$ cat src/rtl/add.sv
// Rational cross-product stage: s_num/s_den = (l_num*r_den)/(l_den*r_num), one-cycle latency.
// Optional overflow flag output ovf is built when RAT_OVF_EN is defined.
module add #(
    parameter int unsigned WIDTH = 32
) (
    input  logic             clk,
    input  logic             rst,
    input  logic [WIDTH-1:0] l_num,
    input  logic [WIDTH-1:0] l_den,
    input  logic [WIDTH-1:0] r_num,
    input  logic [WIDTH-1:0] r_den,
    output logic [WIDTH-1:0] s_num,
    output logic [WIDTH-1:0] s_den
`ifdef RAT_OVF_EN
    ,
    output logic             ovf
`endif
);

    // Without the flag the upper product half is never observed, so only the low half is formed.
`ifdef RAT_OVF_EN
    localparam int unsigned PW = 2 * WIDTH;
`else
    localparam int unsigned PW = WIDTH;
`endif

    logic [PW-1:0]    w_prod_num;
    logic [PW-1:0]    w_prod_den;
    logic [WIDTH-1:0] r_s_num;
    logic [WIDTH-1:0] r_s_den;

    assign w_prod_num = PW'(l_num) * PW'(r_den);
    assign w_prod_den = PW'(l_den) * PW'(r_num);

    always_ff @(posedge clk) begin
        if (rst) begin
            r_s_num <= '0;
            r_s_den <= '0;
        end else begin
            r_s_num <= w_prod_num[WIDTH-1:0];
            r_s_den <= w_prod_den[WIDTH-1:0];
        end
    end

    assign s_num = r_s_num;
    assign s_den = r_s_den;

`ifdef RAT_OVF_EN
    logic w_ovf;
    logic r_ovf;

    // Either truncated product losing information raises the flag.
    assign w_ovf = (|w_prod_num[PW-1:WIDTH]) | (|w_prod_den[PW-1:WIDTH]);

    always_ff @(posedge clk) begin
        if (rst) begin
            r_ovf <= 1'b0;
        end else begin
            r_ovf <= w_ovf;
        end
    end

    assign ovf = r_ovf;
`endif

endmodule

$ cat config.mk
export PLATFORM = sky130hd
export DESIGN_NAME = add
export DESIGN_NICKNAME = d
export VERILOG_FILES = /design/src/rtl/add.sv
export SDC_FILE = /design/constraint.sdc
export NUM_CORES = 2
export LEC_CHECK = 0
export CAP_MARGIN = 30
export CORE_MARGIN = 2
export CORE_UTILIZATION = 50
export DETAILED_ROUTE_END_ITERATION = 16
export PLACE_DENSITY = 0.71
export SYNTH_ARGS = -nofsm -noshare
export SYNTH_HDL_FRONTEND = slang
export SYNTH_SLANG_ARGS = --single-unit
$ cat constraint.sdc
create_clock -name clk -period 9.33 [get_ports clk]
set_input_delay 1.866 -clock clk [delete_from_list [all_inputs] [get_ports clk]]
set_output_delay 1.866 -clock clk [all_outputs]
set_load 0.05 [all_outputs]
* Word-level counts from Yosys, hierarchy flattened
Index checks and enable logic that the tools add are counted.
W data, S select, Z words.
** Word-level totals
- Flip-flop bits (word level) :: 64
- Bits of input ports :: 130
- Output and inout port bits :: 64
- Logic and storage cells :: 4
** Operators by class
- $mul :: 2
** Operator list (number)
- $mul A32 B32 Y32 :: 2

* Depth between registers and ports, before layout
- Depth in word-level cells :: 1
- Gate-level depth with buffers :: 27
- Gate-level depth less buffers :: 25

* Worst setup path after synthesis
OpenSTA, ideal clock, no wires.
- Path kind :: input to register
- Start point :: input port l_num[12]
- End point :: register r_s_num[29] (netlist: s_num[29])
- Setup time :: 123 ps
- Arrival :: 8831 ps
- Data required time :: 9207 ps
- Setup slack :: 376 ps
- Stages on the path :: 25
- Buffers on the path :: 2
- Cell sequence :: clkbuf_1 clkbuf_1 nand2_1 fa_1 fa_1 inv_1 fa_1 inv_1 fa_1 fa_1 inv_1 fa_1 inv_1 fa_1 fa_1 inv_1 ha_1 a21o_1 a211o_1 a311oi_2 a21oi_2 a31o_4 a211o_1 a41oi_2 mux2_1
** Between the ends
- Word-level cells in the longest chain between the ends :: 1
** Ends and longest elaborated chain
- start: declaration :: RTL line 8 : input logic [WIDTH-1:0] l_num,
- $mul A32 B32 Y32 :: RTL line 32 : assign w_prod_num = PW'(l_num) * PW'(r_den);
- end signal: assignment :: RTL line 40 : r_s_num <= w_prod_num[WIDTH-1:0];
- end: declaration :: RTL line 29 : logic [WIDTH-1:0] r_s_num;
No other way between the ends.
A chain may end at the register's enable or synchronous reset.

* Final worst setup path
- Start point :: input port l_num[11]
- End point :: register r_s_num[29] (netlist: s_num[29])
Same word-level chain as after synthesis.

==> summary.txt <==
Routing
  – 1st-iter DRT viols: 1604
  – Top routing layer in use: met4
  – Post-DRT Antenna Nets: 0
  – DR vias: 24.6k
  – Met1 wire length: 36300 um
  – Drt drc: 0
  – Per-cell routed wire length: 18.6 um
  – Drt total wl: 88000 um
  – Initial DRT Pass Iterations: 5
  – WL met3: 7480 um
  – Vias per cell: 5.20
  – Routed wl met2: about 41000 um

Clocking
  – CTS H-tree depth: 3
  – CTS Root Cell: clkbuf_16
  – Post-CTS Resized: 0
  – Sink Count: 64
  – CTS tree: yes
  – Clock Tree Buf Depth: 2
  – Post-CTS Hold Buffers: 0
  – Number of setup buffers added after CTS: 0
  – CTS Buf Count: 9
  – CTS clk-pin slew, worst paths: 70 ps

Die
  – Initial Util: 50.3%
  – Die height: 261 um
  – Placeable Area: 65600 um2
  – Die area: 68100 um2
  – Placement row count: 94
  – I/O pins: 194
  – Die X: 261 um

Timing
  – Fmax: between 0.1 and 0.15 GHz
  – Fin crit period: 9000 ps
  – Final period util: 96.4%
  – Slew Limit Headroom: between 50% and 60%
  – Fin. Hold Viols: 0
  – Worst Tran Pin Value: 729 ps
  – Slew Limit Fails: 0
  – Final setup vio count: 0
  – RSZ-0062 raised after global routing: false

Placed design
  – Gpl congestion: about 0.98
  – Port bufs: 193
  – Hpwl dp: 77000 um

Logic synthesis
  – Post-synth EDFFs: 0
  – Syn Area/Cell: 9.04 um2
  – Post-synth top area share: 49.5%
  – Syn Inst Count: 3655
  – Post-synthesis register bit count: 64
  – Post-synthesis sequential area ratio: 3.88%
  – Warnings from Yosys: 0
  – Post-Syn Nets: 4847
  – Main synth FF type: dfxtp_1
  – Top cells by area, synth: fa_1 49%, and2_1 10%, ha_1 9.3%
  – Post-synth top area cell: fa_1
  – Mapped cell area: 33000 um2
  – Synth async-reset ratio: 0%
  – Distinct cells, synth: 63

Worst setup path
  – Kind of start point of the critical path: primary input
  – Worst EP required: 9560 ps
  – Worst Path Max Fanout: 5
  – Crit path DAT: 9230 ps
  – CP Class: in2reg
  – Crit path capture type: flop

Cells and area
  – Final core utilization: between 50% and 60%
  – Layout cells sized above 1: under 10%
  – Layout area overhead: 12.5%
  – Nets: between 5k and 6k

Global routing
  – Remaining global-route overflow: 0
  – All-Layer GR Usage: a little over a quarter
  – Initial antenna violation count: 1
  – Number of global-route vias before repair: 26.4k
  – Largest net degree at the start of global routing: 61
  – First-pass GRT wire length: 142000 um

Outcome
  – Status: completed

Job
  – Max cap viols: 0

Min path
  – Worst Hold Class: in2reg
==> final cells by class <==
class	instances	area [um2]
tap	864	1080
antenna	1	2.50
clock buffer	9	225
sequential	64	1280
timing repair buffer	369	3410
fill	5861	28500
inverter	813	3050
clock inverter	7	72.6
multi-input combinational	2597	28000
==> cells in the final DEF, fill, tap and decap left out, types with 4 or more instances in the layout <==
cell type	synthesis	final
fa_1	816	816
inv_1	813	813
nand2_1	553	553
and2_1	527	527
ha_1	246	246
clkdlybuf4s50_1	0	192
buf_4	0	163
xnor2_1	113	113
dfxtp_1	64	64
nor2_1	63	63
xor2_1	34	34
a21oi_1	33	33
a21o_1	21	21
nor3_1	21	21
a211oi_1	16	16
nor2b_1	15	15
o21ai_0	14	14
buf_12	0	13
o21ai_1	11	11
nand3_1	11	11
o21a_1	10	10
clkbuf_16	0	9
o211ai_1	7	7
nand2b_1	7	7
and3_1	6	6
or4_1	4	4
a31oi_1	4	4
==> cell usage after synthesis, drive strengths merged (7+ instances only) <==
master    n
nand2b    7
a21oi    34
nor3     22
a21o     21
nand2   553
xor2     34
and2    527
nand3    11
inv     813
o21ai    25
o21a     10
o211ai    8
a211oi   18
fa      816
dfxtp    64
nor2b    15
nor2     63
xnor2   113
clkbuf  175
ha      246
==> state kept, by name (all words and copies together) (netlist names) <==
name / cells
s_den: 32
s_num: 32
==> stage by stage <==
| stage | hold WS, ps | TNS [ps] | worst slack (ps) | instance area [um2] | std cells |
|---|---|---|---|---|---|
| 6_report | 1950 | 0 | 334 | 37100 | 4724 |
| 5_1_grt | 1980 | 0 | 48.5 | 37100 | 4724 |
| 4_1_cts | 1950 | 0 | 354 | 37100 | 4723 |
| 3_5_place_dp | 2330 | -47.1 | -36.8 | 36800 | 4707 |
| 3_3_place_gp | 2330 | 0 | 63.7 | 36800 | 4707 |
| 2_1_floorplan | 2080 | 0 | 376 | 33000 | 3655 |
==> path summary, 6_finish.rpt <==
path       from   endpoint  slack [ps]  cells after the start
min         rst  s_den[31]        1950                      2
max   l_num[11]  s_num[29]         330                     24
==> layer usage <==
| metal | vias to the layer above | track usage, % |
|---|---|---|
| li1 | 11000 | - |
| met1 | 12500 | 36.4 |
| met2 | 918 | 44.5 |
| met3 | 160 | 5.39 |
| met4 | 0 | 8.30 |
| met5 | - | 0 |
==> worst max-delay path: stages <==
cell	delay, ps
clkdlybuf4s50_1	730
nand2_1	140
fa_1	500
fa_1	520
inv_1	50
fa_1	500
inv_1	50
fa_1	390
fa_1	540
inv_1	50
fa_1	530
inv_1	50
fa_1	440
fa_1	490
inv_1	40
ha_1	280
a21o_1	220
a211o_1	330
a311oi_2	280
a21oi_2	130
a31o_4	270
a211o_1	280
a41oi_2	210
mux2_1	330
==> logic make-up after synthesis <==
group	share of synthesized area [%]
compound gates	3.35
xor+xnor	4.03
fa+ha+maj	58.8
buf+inv	11.3
flops	3.88
mux	0.102
simple gates	18.6
Power is not shown: default switching activity piles up to over one toggle a cycle in this logic, so the estimate is an artifact.
